### config.mk
export PLATFORM = sky130hd
export DESIGN_NAME = button_debounce
export DESIGN_NICKNAME = d
export VERILOG_FILES = /design/src/rtl/debounce_pkg.sv /design/src/rtl/btn_sync.sv /design/src/rtl/button_debounce.sv
export SDC_FILE = /design/constraint.sdc
export NUM_CORES = 1
export LEC_CHECK = 0
export CAP_MARGIN = 20
export CORE_MARGIN = 4
export CORE_UTILIZATION = 39
export DETAILED_ROUTE_END_ITERATION = 8
export GPL_TIMING_DRIVEN = 0
export HOLD_SLACK_MARGIN = 0.1
export PLACE_DENSITY = 0.71
export SYNTH_ARGS = -nofsm -noshare
export SYNTH_HDL_FRONTEND = slang
export SYNTH_SLANG_ARGS = --single-unit
### constraint.sdc
create_clock -name i_clk -period 1.99 [get_ports i_clk]
set_input_delay 0.398 -clock i_clk [delete_from_list [all_inputs] [get_ports i_clk]]
set_output_delay 0.398 -clock i_clk [all_outputs]
set_load 0.02 [all_outputs]
### src/rtl/debounce_pkg.sv
// ============================================================================
// debounce_pkg
// Shared definitions for the push-button debouncer:
//   state_t    - 2-bit FSM state encoding (IDLE, PRESS_WAIT, PRESSED,
//                RELEASE_WAIT)
//   cnt_width  - width of the shared debounce / long-press counter
// No ports (package).
// ============================================================================
package debounce_pkg;

    typedef enum logic [1:0] {
        IDLE         = 2'd0,
        PRESS_WAIT   = 2'd1,
        PRESSED      = 2'd2,
        RELEASE_WAIT = 2'd3
    } state_t;

    // The counter must hold the largest terminal value it is compared
    // against. When long-press detection is disabled, only the debounce
    // length matters and the long-press length is ignored.
    function automatic int cnt_width(input int debounce_cycles,
                                     input int long_cycles,
                                     input bit long_en);
        int max_val;
        max_val = debounce_cycles;
        if (long_en && (long_cycles > debounce_cycles)) begin
            max_val = long_cycles;
        end
        return $clog2(max_val + 1);
    endfunction

endpackage

### src/rtl/btn_sync.sv
// ============================================================================
// btn_sync
// Two-flop synchronizer bringing the raw, asynchronous button level into the
// i_clk domain. Both flops clear to 0 on reset.
// Ports:
//   i_clk   - clock
//   i_rst_n - asynchronous active-low reset
//   i_d     - asynchronous input level
//   o_q     - synchronized level (second flop)
// ============================================================================
module btn_sync (
    input  logic i_clk,
    input  logic i_rst_n,
    input  logic i_d,
    output logic o_q
);

    logic meta;

    // First flop may go metastable; only the second flop is used downstream.
    always_ff @(posedge i_clk or negedge i_rst_n) begin
        if (!i_rst_n) begin
            meta <= 1'b0;
            o_q  <= 1'b0;
        end else begin
            meta <= i_d;
            o_q  <= meta;
        end
    end

endmodule

### src/rtl/button_debounce.sv
// ============================================================================
// button_debounce
// Debounces a raw push-button level and produces a clean level plus
// one-cycle press / release pulses. Optional long-press detection is built
// when the macro DEBOUNCE_LONG_PRESS_EN is defined; otherwise o_long is
// tied to 0 and LONG_CYCLES has no effect.
// Parameters:
//   DEBOUNCE_CYCLES - stable synchronized samples to accept a change (>= 2)
//   LONG_CYCLES     - held cycles after acceptance that flag a long press
//   BTN_ACTIVE_LOW  - 1: invert i_btn before synchronization
// Ports:
//   i_clk     - clock, all state changes on the rising edge
//   i_rst_n   - asynchronous active-low reset
//   i_btn     - raw bouncing button level
//   o_btn     - registered debounced level
//   o_press   - one-cycle pulse on an accepted press
//   o_release - one-cycle pulse on an accepted release
//   o_long    - one-cycle long-press pulse (0 unless long press enabled)
// ============================================================================
module button_debounce
    import debounce_pkg::*;
#(
    parameter int DEBOUNCE_CYCLES = 16,
    parameter int LONG_CYCLES     = 1000000,
    parameter int BTN_ACTIVE_LOW  = 0
) (
    input  logic i_clk,
    input  logic i_rst_n,
    input  logic i_btn,
    output logic o_btn,
    output logic o_press,
    output logic o_release,
    output logic o_long
);

`ifdef DEBOUNCE_LONG_PRESS_EN
    localparam bit LONG_EN = 1'b1;
`else
    localparam bit LONG_EN = 1'b0;
`endif

    localparam int               CNT_W    = cnt_width(DEBOUNCE_CYCLES, LONG_CYCLES, LONG_EN);
    localparam logic [CNT_W-1:0] CNT_ONE  = CNT_W'(1);
    localparam logic [CNT_W-1:0] DEB_LAST = CNT_W'(DEBOUNCE_CYCLES - 1);
`ifdef DEBOUNCE_LONG_PRESS_EN
    localparam logic [CNT_W-1:0] LONG_LAST = CNT_W'(LONG_CYCLES - 1);
    localparam logic [CNT_W-1:0] LONG_DONE = CNT_W'(LONG_CYCLES);
`endif

    logic             btn_in;
    logic             s_btn;
    state_t           state;
    logic [CNT_W-1:0] cnt;
    logic [CNT_W-1:0] cnt_inc;

    assign btn_in = (BTN_ACTIVE_LOW != 0) ? ~i_btn : i_btn;

    btn_sync u_sync (
        .i_clk   (i_clk),
        .i_rst_n (i_rst_n),
        .i_d     (btn_in),
        .o_q     (s_btn)
    );

    // Saturating increment so the counter can never wrap.
    always_comb begin
        cnt_inc = cnt;
        if (cnt != {CNT_W{1'b1}}) begin
            cnt_inc = cnt + CNT_ONE;
        end
    end

`ifdef DEBOUNCE_LONG_PRESS_EN
    logic long_q;
    assign o_long = long_q;
`else
    assign o_long = 1'b0;
`endif

    // Debounce FSM. Pulses default low every cycle so each one lasts exactly
    // one clock. A bounce back to the old level during a wait state returns
    // to the stable state without any pulse.
    always_ff @(posedge i_clk or negedge i_rst_n) begin
        if (!i_rst_n) begin
            state     <= IDLE;
            cnt       <= '0;
            o_btn     <= 1'b0;
            o_press   <= 1'b0;
            o_release <= 1'b0;
`ifdef DEBOUNCE_LONG_PRESS_EN
            long_q    <= 1'b0;
`endif
        end else begin
            o_press   <= 1'b0;
            o_release <= 1'b0;
`ifdef DEBOUNCE_LONG_PRESS_EN
            long_q    <= 1'b0;
`endif
            case (state)
                IDLE: begin
                    if (s_btn) begin
                        state <= PRESS_WAIT;
                        cnt   <= CNT_ONE;
                    end else begin
                        cnt   <= '0;
                    end
                end
                PRESS_WAIT: begin
                    if (!s_btn) begin
                        state <= IDLE;
                        cnt   <= '0;
                    end else if (cnt == DEB_LAST) begin
                        state   <= PRESSED;
                        o_btn   <= 1'b1;
                        o_press <= 1'b1;
                        cnt     <= '0;
                    end else begin
                        cnt <= cnt_inc;
                    end
                end
                PRESSED: begin
                    if (!s_btn) begin
                        state <= RELEASE_WAIT;
                        cnt   <= CNT_ONE;
                    end
`ifdef DEBOUNCE_LONG_PRESS_EN
                    // Parking cnt past the terminal value guarantees a
                    // single long pulse per press.
                    else if (cnt == LONG_LAST) begin
                        long_q <= 1'b1;
                        cnt    <= LONG_DONE;
                    end else if (cnt < LONG_LAST) begin
                        cnt <= cnt_inc;
                    end
`endif
                end
                RELEASE_WAIT: begin
                    if (s_btn) begin
                        state <= PRESSED;
                        cnt   <= '0;
                    end else if (cnt == DEB_LAST) begin
                        state     <= IDLE;
                        o_btn     <= 1'b0;
                        o_release <= 1'b1;
                        cnt       <= '0;
                    end else begin
                        cnt <= cnt_inc;
                    end
                end
                default: begin
                    state <= IDLE;
                    cnt   <= '0;
                end
            endcase
        end
    end

endmodule
==> results of run 1 <==
cell usage after synthesis (all sizes together), types with 2 or more instances:
cell type,number,area (sq um)
and2,2,12.51
nand3,4,20.02
inv,3,11.26
nor2,2,7.510
a41oi,2,17.52
nand2,6,22.52
a21oi,2,10.01
buf,4,25.02
o221ai,2,17.52
dfrtp,12,300.3
area by class of cell:
cell class	count	share of cell area
flip-flops and latches	12	0.4332
clock buffers	4	0.05235
repair buffers	5	0.07220
multi-input cells	37	0.3628
inverters	3	0.01625
well taps	15	0.02708
plain buffers	4	0.03610
per-layer routing:
layer | track usage | part of all wire
met1 | 0.1473 | 0.46
met2 | 0.1653 | 0.43
met3 | 0.04598 | 0.071
met4 | 0.1271 | 0.038
met5 | 0 | 0
kinds of logic after synthesis:
logic type / Yosys count / synth area share
xor gates and xnor gates: 1 / 0.02767
and+or+nand+nor: 21 / 0.2000
adders and majority gates: 1 / 0.02127
AOI/OAI and AO/OA: 12 / 0.1532
buffers and inverters: 7 / 0.06169
muxes: 1 / 0.01915
DFF: 12 / 0.5106
other: 1 / 0.006377
path summary, 6_finish.rpt:
path	to	slack (ns)
setup reg to reg	flip-flop	0.47
hold / removal	u_sync.o_q	0.36
max in group asynchronous	cnt[3]	1.18
hold reg to reg	u_sync.o_q	0.36
setup / recovery	o_btn	0.33
min in group asynchronous	o_press	0.46
sequential cells by signal (all words and copies together), names as in the netlist, named ones only:
signal       cells
u_sync.o_q       1
cnt              5
o_release        1
state            1
o_press          1
u_sync.meta      1
o_btn            1
metrics by stage:
step                setup WS [ns]  cell area, sq um  std cells
floorplan                  0.6279             588.1         56
global placement           0.5160             656.9         76
detailed placement         0.4865             656.9         76
CTS                        0.3216             693.2         80
global route               0.2862             693.2         80
finish                     0.3320             693.2         80
where the power goes:
| part | internal, uW | switching (uW) | total, uW |
|---|---|---|---|
| Clock | 111 | 85.5 | 197 |
| Combinational | 13.3 | 19.1 | 32.5 |
| Sequential | 249 | 4.01 | 253 |
| Total | 374 | 109 | 483 |
==> flow_results.org, run 1 <==
** Run status
- Status :: finished, final reports clean

** Setup path
- The number of buffers and inverters on the critical path is 1.
- In this run the critical register-to-register path is launched from cnt[0].
- Worst Setup Start Kind :: flip-flop
- Tracing the worst setup path back leads to its startpoint at o_btn.
- STA puts the critical path data required time at 1.59 ns.
- Worst path top cell family by delay :: buffers and inverters
- For the worst setup path, the data arrival time is 1.26 ns.
- By startpoint and endpoint, the worst setup path is classified as flip-flop to output pin.
- Maximum fanout along the worst path :: 3
- In this design, the stage delay of the slowest critical-path cell is 0.61 ns.
- In this run the number of cells on the critical path is 1.
- Worst Setup End Kind :: output pin
- The slowest stage of the critical path belongs to the cell sky130_fd_sc_hd__clkdlybuf4s50_1.
- Reg2Reg Depth :: 4
- The signal on the critical path passes through clkdlybuf4s50_1.

** CTS
- Clock buffer depth :: 2
- Clock sinks :: 12
- Clock-pin slew was measured on the worst setup and hold paths at 0.08 ns.
- The tree is rooted in a sky130_fd_sc_hd__clkbuf_4.
- Number of hold-repair buffers added at the cts stage :: 0
- TritonCTS clock tree :: yes
- CTS Buf Count :: 3
- Post-CTS resize count :: 0
- H-tree depth :: 1
- Buffers inserted by post-CTS timing repair :: 0
- The clock reaches the later pin of the worst-skew pair after 0.28 ns.

** Synthesis
- Synth async-reset ratio :: 1.000
- Number of synthesized flops with an enable pin :: 0
- Synth Net Count :: 60
- Averaged over all synthesized cells, the footprint is 10.50 sq um.
- After synthesis the cells add up to 588.1 sq um.
- Number of library cell types mapped by synthesis :: 28
- Of the synthesized area, sequential elements account for 0.5106.
- Among all flip-flop cells after synthesis, the most frequent one is sky130_fd_sc_hd__dfrtp_1.
- Warnings from Yosys :: 0
- FF+latch count, synth :: 12
- Synthesized netlist cell count :: 56

** Layout
- Summing all multi-input logic gate instances after layout gives 251.5 sq um.
- Antenna cell count :: 0
- At the end of the flow the core is filled with cells to 0.5073.
- Fin nets :: 70
- Leaving out fill and tap cells, the most frequent cells in the layout are sky130_fd_sc_hd__dfrtp_1, sky130_fd_sc_hd__nand2_1, sky130_fd_sc_hd__clkdlybuf4s50_1, sky130_fd_sc_hd__nand3_1.
- Area Overhead vs Synth :: 17.87%
- The library cell used most frequently in the layout, excluding fill and tap cells, is sky130_fd_sc_hd__dfrtp_1.
- Share of post-route cells with drive strength above 1 :: 0.2000
- Combined flip-flop and latch cell area :: 300.3 sq um
- The filler cells instantiated in the layout total 126.

** STA
- The smallest clock period supported by the final layout is computed as 1.658 ns.
- The number of max-slew violations in the final report is 0.
- Number of endpoints failing setup at the final stage :: 0
- Summed over all failing endpoints, the final setup total negative slack is 0 ns.
- Derived from the worst setup path, the maximum achievable clock frequency is 603.1 MHz.
- At the pin with the least slew margin, the transition time is 0.5284 ns.
- Layout Skew :: 0.006385 ns
- In this run the tightest slew margin relative to its limit is 0.6466.
- The tightest hold path in the finished design has a slack of 0.3634 ns.
- The final-report hold violation count was 0.
- Setup repair after global routing left no endpoint under its margin.
- Post-route clock period utilization :: 0.8332

** Floorplan
- The floorplan step set the die width to 46.83 microns.
- The region available for standard cell placement spans 1366 sq um.
- For this configuration, the core starts out at a cell density of 0.4304.
- Rows :: 13
- 7 I/O pins were placed.
- The die covers 2193 sq um.
- Vertical extent of the die :: 46.83 microns

** Pwr
- Power density of the placed cells :: 696.2 nW/um^2
- Power comes to 482.6 uW.
- In this run the static leakage power is 0.0003205 uW.
- Peak ir drop on the vdd network :: 0.3431 mV

** Job
- Count of max-cap constraint violations :: 0

** Drt
- Residual DRC count :: 0
- The first detailed-routing pass ran for 4 iterations.
- Routed Antenna Nets :: 0
- Routed via count :: 447
- Number of DRC markers after the initial detailed-route iteration :: 10
- Dividing the detail-routed wire length by the instance count gives 12.93 microns.
- Final routed wirelength across all metal layers :: 1034 microns
- Detail-routed via count per cell :: 5.588

** Placed design
- Routability-driven placement congestion ratio :: 0.7099
- Buffers on Ports :: 5
- Detailed placement finished with a half-perimeter wire length of 723.4 microns.

** Worst hold path
- The tightest min-delay check is of the flip-flop to flip-flop type.
- Source of the worst hold timing path :: u_sync.meta
- Along the worst hold path, the cell count comes to 0.

** Global routing
- The number of antenna violations at the first check in global routing is 0.
- Across every metal layer, demand over resource in global routing totals 0.1242.
- Vias in the first global route :: 422
- Entering global routing, the biggest net connects 13 pins.
- For this run the aggregate overflow at the end of global routing stands at 0.
- The first global-routing pass estimated 1807 microns of wire.
No activity file was read; power rests on OpenSTA's default activity.
==> run 2: changes to the inputs <==
--- a/config.mk
+++ b/config.mk
@@ -11,7 +11,7 @@
 export DETAILED_ROUTE_END_ITERATION = 8
 export GPL_TIMING_DRIVEN = 0
 export HOLD_SLACK_MARGIN = 0.1
-export PLACE_DENSITY = 0.71
+export PLACE_DENSITY = 0.73
 export SYNTH_ARGS = -nofsm -noshare
 export SYNTH_HDL_FRONTEND = slang
 export SYNTH_SLANG_ARGS = --single-unit
==> constraint.sdc (replaced) <==
create_clock -name i_clk -period 1.5 [get_ports i_clk]
set_input_delay 0.3 -clock i_clk [delete_from_list [all_inputs] [get_ports i_clk]]
set_output_delay 0.3 -clock i_clk [all_outputs]
set_load 0.02 [all_outputs]
==> run 2 against run 1 <==
Against the previous run:
- non-clock buffer count grew 2
- core utilization rose by 0.92 points
- final cell count grew 1.3%
- clock skew is 0.0036 ns lower
- total power increased by 19%
- clock power fell by 5%
==> flow_results.org, run 2 (synthesized netlist as in run 1, its figures left out) <==
** STA
- The worst path in the final design needs a cycle of 1.418 ns, including I/O delays and setup.
- Setup violations remaining at the end of the flow were counted as 0.
- Post-route clock period utilization :: 0.9457
- Slew at the pin closest to its max-slew limit :: 0.5105 ns
- Final hold vios :: 0
- Between clock sinks in the finished design, the worst skew comes to 0.002778 ns.
- Unrepaired setup endpoints after global routing :: false
- Headroom to the max-slew limit came out at 0.6586.
- Total Negative Setup Slacks :: 0 ns
- Final max-slew violation count :: 0
- Maximum operating frequency :: 705.0 MHz

** Pwr
- The share of total power dissipated in sequential elements is 0.587.
- The share of total power dissipated in the clock network is 0.325.
- The analysis attributes to cell leakage a power of 0.0003360 uW.
- Overall power consumption after layout is estimated at 574.1 uW.
- Sw frac :: 0.2217
- Internal power consumption :: 446.8 uW
- Power spread over the standard cell area amounts to 813.5 nW/um^2.
- The worst-case IR drop observed on VDD is 0.5156 mV.
- Sw power :: 127.3 uW
- Combinational power share :: 0.088

** Job
- Across the run, the number of max-cap violations was 0.

** Global routing
- Global routing usage on met3 :: 0.05747
- The number of global-route vias before repair came to 382.
- Overall routing resource usage :: 0.1168
- For met1 alone, demand over resource in global routing was 0.1412.
- Global Route met2 Usage :: 0.1599
- The number of antenna violations at the first check in global routing is 0.
- The first global-routing pass estimated 1718 microns of wire.
- Summed over all layers, the global routing overflow is 0.
- Most Used Layer, Global Route :: met2
- Entering global routing, the biggest net connects 13 pins.

** Floorplan
- Measured along the x axis, the die boundary spans 46.83 microns.
- Measured along the y axis, the die boundary spans 46.83 microns.
- For this design the top-level I/O count stands at 7.
- Initial core utilization :: 0.4304
- Rows :: 13
- Area of the core :: 1366 sq um
- The floorplan step defined a die boundary enclosing 2193 sq um.

** Drt
- Residual DRC count :: 0
- Number of iterations in the first detailed-routing pass :: 4
- Number of DRC markers after the initial detailed-route iteration :: 7
- Final routed wirelength across all metal layers :: 1069 microns
- Routed length per placed instance :: 13.20 microns
- The detail route stage leaves a number of antenna-violating nets equal to 0.
- After detailed routing, the number of vias per cell comes to 5.395.
- Across all layers, the routed design uses 437 vias.

** Setup path
- Of all nets on the critical path, the largest fanout is 5.
- Worst Setup End Kind :: flip-flop
- The most critical setup path has its startpoint at cnt[1].
- The worst register-to-register path begins at cnt[1].
- Worst Setup Start Kind :: flip-flop
- Data on the critical path is required at its endpoint by 1.65 ns.
- The worst register-to-register path has a setup slack of 0.08 ns.
- For the worst flop-to-flop path, the logic depth is 4.
- Critical path data arrival time :: 1.57 ns
- The critical path is of the flip-flop to flip-flop type.

** Layout
- After routing the design area is 705.7 sq um.
- Final Instance Count excl. Fillers :: 81
- Register with the highest flop count :: cnt
- From synthesis to final layout, the design area changed by 20.00%.
- The repair_antennas step left the layout with diodes totalling 0.
- In the final design database the tool counted 72 nets.
- The register with the most flip-flops in the layout has 5 of them.
- The library cells used most frequently in the layout, excluding fill and tap cells, are sky130_fd_sc_hd__dfrtp_1, sky130_fd_sc_hd__nand2_1, sky130_fd_sc_hd__buf_4, sky130_fd_sc_hd__nand3_1.
- In the final layout, the share of cells above drive strength 1 is 0.2424.
- Most common cell after layout, fill and taps aside :: sky130_fd_sc_hd__dfrtp_1

** Worst hold path
- Along the worst hold path, the cell count comes to 0.
- In this run the most critical hold path is launched from u_sync.meta.
- End point of the most critical hold path :: u_sync.o_q
- Type of the worst min-delay path :: flip-flop to flip-flop

** Placed design
- Routability-driven placement congestion ratio :: 0.7578
- Total instance count after detailed placement :: 76
- Buffers placed on the I/O ports in this run total 5.
- In this run the cell area measured after placement is 656.9 sq um.
- The HPWL after detailed placement is 722 microns.

** CTS
- TritonCTS built the clock tree.
- In this run the number of H-tree levels came out at 1.
- Number of hold-repair buffers added at the cts stage :: 0
- Later-pin clock latency in the skew report :: 0.27 ns
- The tree is rooted in a sky130_fd_sc_hd__clkbuf_4.
- Clock tree synthesis inserted a total of 3 buffers.
- Clock-pin slew was measured on the worst setup and hold paths at 0.06 ns.
- Clock buffer depth :: 2
- Clock sinks :: 12

** Run status
- The run finished with clean final reports.
-- run 2: worst max path at each step --
| stage | end | slack [ns] | cells past startpoint |
|---|---|---|---|
| 2_1_floorplan | flip-flop | 0.14 | 4 |
| 6_report | flip-flop | 0.08 | 4 |
| 5_1_grt | flip-flop | 0.01 | 4 |
| 4_1_cts | flip-flop | 0.02 | 4 |
| 3_5_place_dp | flip-flop | -0.006 | 4 |
| 3_3_place_gp | flip-flop | 0.01 | 4 |
-- run 2: stage by stage --
| stage | util | setup WS (ns) | hold WS (ns) |
|---|---|---|---|
| after floorplan | - | 0.1379 | 0.004409 |
| after global placement | 0.4808 | 0.01402 | 0.3363 |
| after global routing | 0.5165 | 0.01268 | 0.3710 |
| after detailed placement | 0.4808 | -0.006335 | 0.3405 |
| after CTS | 0.4963 | 0.01509 | 0.3562 |
| final | 0.5165 | 0.08152 | 0.3520 |
-- run 2: repair_timing --
action | in CTS | in global routing
resized for setup | 4 | 2
setup buffers | 0 | 2
pin swaps | 0 | 0
setup endpoints to repair | 4 | 1
-- run 2: worst max-delay path, stage by stage, from the launching register on --
cell                      delay, ns
sky130_fd_sc_hd__dfrtp_1       0.44
sky130_fd_sc_hd__ha_4          0.19
sky130_fd_sc_hd__nand4_2       0.17
sky130_fd_sc_hd__nor2_2        0.16
sky130_fd_sc_hd__mux2_2        0.35
-- run 2: metal layers --
metal  part of all wire  routed length [microns]  up-vias
li1                   -                        -      224
met1               0.48                      509      200
met2               0.45                      483       11
met3              0.050                       53        2
met4              0.022                       23        0
met5                  0                        0        -
-- run 2: layout make-up --
class	count	area, sq um
fill	127	660.6
tap	15	18.77
inverter	3	11.26
buffer	4	25.02
timing repair buffer	7	61.31
multi-input combinational	37	266.5
clock buffer	3	22.52
sequential	12	300.3
-- run 2: power by group through the flow --
| stage | combinational, uW | clock, uW | sequential, uW |
|---|---|---|---|
| after detailed placement | 42.8 | 0 | 342 |
| after global routing | 57.4 | 210 | 338 |
| after floorplan | 27.2 | 0 | 341 |
| after global placement | 41.9 | 0 | 342 |
| after CTS | 43.4 | 199 | 336 |
| final | 50.7 | 187 | 337 |
==> run 3: changes to the inputs <==
--- a/config.mk
+++ b/config.mk
@@ -7,11 +7,11 @@
 export LEC_CHECK = 0
 export CAP_MARGIN = 20
 export CORE_MARGIN = 4
-export CORE_UTILIZATION = 39
+export CORE_UTILIZATION = 43
 export DETAILED_ROUTE_END_ITERATION = 8
 export GPL_TIMING_DRIVEN = 0
 export HOLD_SLACK_MARGIN = 0.1
-export PLACE_DENSITY = 0.73
+export PLACE_DENSITY = 0.79
 export SYNTH_ARGS = -nofsm -noshare
 export SYNTH_HDL_FRONTEND = slang
 export SYNTH_SLANG_ARGS = --single-unit
==> run 3 against run 2 <==
Against the previous run:
- clock power up 37%
- clock skew up 0.0043 ns
- combinational power down 6.1%
- critical path depth unchanged
- sequential power about the same
- fmax down 0.50%
- non-clock buffer count down 1
- total power up 12%
- sequential share of layout area down 0.81 points
- clock-buffer cell count up 1
- cell area up 2.0%
- first-iteration DRC count rose to 4.6 times the previous value
==> flow_results.org, run 3 (synthesized netlist as in run 1, its figures left out) <==
** Setup path
- Worst Setup Start Kind :: flip-flop
- STA puts the critical path data arrival time at 1.58 ns.
- Worst Setup End Kind :: flip-flop
- Reg2Reg Depth :: 4
- Worst flop-to-flop path startpoint :: cnt[0]
- STA puts the critical path data required time at 1.65 ns.
- Critical path class :: flip-flop to flip-flop
- Launch point of the worst path :: cnt[0]
- In this run the worst path has a maximum fanout of 5.

** CTS
- CTS built an H-tree with a depth of 1.
- Clock transition at the registers of the reported paths :: 0.08 ns
- CTS Buf Count :: 3
- Clock buffer depth :: 2
- Later-pin clock latency in the skew report :: 0.27 ns
- TritonCTS built the clock tree.
- CTS saw 12 sinks.
- CTS placed an instance of sky130_fd_sc_hd__clkbuf_4 at the clock tree root.

** Global routing
- Overall routing resource usage :: 0.1196
- Entering global routing, the biggest net connects 13 pins.
- Summed over all layers, the global routing overflow is 0.
- The number of global-route vias before repair was 387.
- The first global-routing pass estimated 1731 microns of wire.
- The number of antenna violations at the first check in global routing was 0.

** Placed design
- Before CTS, the worst setup slack after placement is 0.006264 ns.
- The HPWL after detailed placement is 678 microns.
- Port buffering added 5 buffers.
- Routability-driven placement congestion ratio :: 0.8471

** Drt
- Number of DRC markers after the initial detailed-route iteration :: 32
- After detailed routing, the number of remaining DRC violations is 0.
- Routed Antenna Nets :: 0
- Uppermost routed layer :: met4
- Number of iterations in the first detailed-routing pass :: 4
- Using the TritonRoute via totals, the vias-per-cell ratio works out to 5.704.
- Wire segments on met3 add up to 57 microns in the final route.
- Summing over every cut layer, the via total after detailed routing is 462.
- Final routed wirelength across all metal layers :: 1011 microns
- Detailed route wirelength on metal2 :: 441 microns
- Routed length per placed instance :: 12.48 microns
- For this block, wires on met1 add up to 490 microns.

** STA
- For the final routed database, the setup TNS stands at 0 ns.
- Setup repair after global routing left no endpoint under its margin.
- Setup slack on the critical path of the routed design comes to 0.07441 ns.
- Setup violations remaining at the end of the flow were counted as 0.
- The final-report hold violation count came to 0.
- Max-Slew Margin vs Limit :: 0.6447
- The number of max-slew violations in the final report was 0.
- Post-route clock period utilization :: 0.9504
- Time the worst path needs with I/O delays and setup :: 1.426 ns
- For the final database, setup skew stands at 0.007074 ns.
- Hold is met by 0.3561 ns.
- For the pin with the worst max-slew slack, the measured transition is 0.5312 ns.
- Maximum operating frequency :: 701.5 MHz

** Layout
- The number of antenna diodes in the final layout is 0.
- Most common cell after layout, fill and taps aside :: sky130_fd_sc_hd__dfrtp_1
- The library cells used most frequently in the layout, excluding fill and tap cells, are sky130_fd_sc_hd__dfrtp_1, sky130_fd_sc_hd__nand2_1, sky130_fd_sc_hd__nand3_1.
- FILL cells :: 116
- At the end of the flow, the number of nets in the layout was 71.
- Share of post-route cells with drive strength above 1 :: 0.2424
- Final Util :: 0.5529
- Area Overhead vs Synth :: 22.34%
- Counting flops per register, the top entry is cnt.
- Flip-flop count of the largest register, all copies and words added :: 5

** Worst hold path
- Along the worst hold path, the cell count comes to 0.
- The min-delay analysis places its worst path in the category flip-flop to flip-flop.
- The worst hold path begins at u_sync.meta.

** Pwr
- Of the total power, the share spent switching nets is 0.2216.
- Of the total power, the clock network draws 0.401.
- The worst-case IR drop observed on VDD is 0.6325 mV.
- Internal power consumption :: 498.5 uW
- Share of power burned in registers :: 0.525
- For this design the ratio of total power to cell area is 890.2 nW/um^2.
- Leakage dissipation :: 0.0003665 uW
- Sw power :: 141.9 uW
- The share of total power dissipated in combinational logic is 0.074.

** Floorplan
- The die covers 2023 sq um.
- I/O pin count :: 7
- The floorplan has 13 rows.
- Measured along the x axis, the die boundary spans 44.98 microns.
- Initial core utilization :: 0.4519
- Area of the core :: 1301 sq um
- In this run the vertical extent of the chip is 44.98 microns.

** Run status
- Status :: finished, final reports clean

** Job
- Count of max-cap constraint violations :: 0
## run 3: changes by cell type in the layout (fill, tap and decap cells not counted)
cell and change:
sky130_fd_sc_hd__dlygate4sd2_1 -2, sky130_fd_sc_hd__dlymetal6s2s_1 +2, sky130_fd_sc_hd__buf_4 -1, sky130_fd_sc_hd__clkbuf_8 +1
## run 3: layer usage
metal  vias to the layer above  global-route usage
li1                        220                   -
met1                       226              0.1621
met2                        14              0.1667
met3                         2             0.02390
met4                         0             0.08772
met5                         -                   0
## run 3: power groups by stage
| stage | Combinational, uW | Sequential [uW] | Clock, uW |
|---|---|---|---|
| detailed placement | 43.9 | 342 | 0 |
| global route | 54.4 | 337 | 284 |
| CTS | 44.2 | 336 | 264 |
| floorplan | 27.2 | 341 | 0 |
| global placement | 42.0 | 342 | 0 |
| finish | 47.6 | 336 | 257 |
## run 3: per-stage QoR
step | power, uW | instances | instance area, sq um
after floorplan | 368.3 | 56 | 588.1
after global placement | 383.8 | 76 | 656.9
after detailed placement | 385.8 | 76 | 656.9
after CTS | 644.2 | 80 | 694.4
after global routing | 675.3 | 81 | 719.4
final | 640.4 | 81 | 719.4
## run 3: worst paths after layout
path	end	slack [ns]
worst max-delay path	flip-flop	0.07
worst min-delay path	u_sync.o_q	0.36
worst max register to register	flip-flop	0.07
worst min register to register	u_sync.o_q	0.36
max in group asynchronous	o_press	0.77
min in group asynchronous	cnt[2]	0.37
## run 3: final cells by class
cell class | count | area (sq um) | share of cell area
Inverter | 3 | 11.26 | 0.01565
Clock buffer | 4 | 36.28 | 0.05043
Sequential cell | 12 | 300.3 | 0.4174
Buffer | 4 | 25.02 | 0.03478
Timing Repair Buffer | 6 | 61.31 | 0.08522
Tap cell | 15 | 18.77 | 0.02609
Multi-Input combinational cell | 37 | 266.5 | 0.3704
## run 3: worst max-delay path: stages, from the launching register on
cell	delay [ns]
sky130_fd_sc_hd__dfrtp_1	0.45
sky130_fd_sc_hd__ha_4	0.19
sky130_fd_sc_hd__nand4_2	0.17
sky130_fd_sc_hd__nor2_2	0.15
sky130_fd_sc_hd__mux2_2	0.34
## run 3: what timing repair did
item                                    4_1_cts  5_1_grt
endpoints found under the setup margin        2        3
setup buffers                                 0        1
pin swaps                                     0        0
hold buffers                                  0        0
gates resized for setup                       2        4
hold endpoints to repair                      0        0
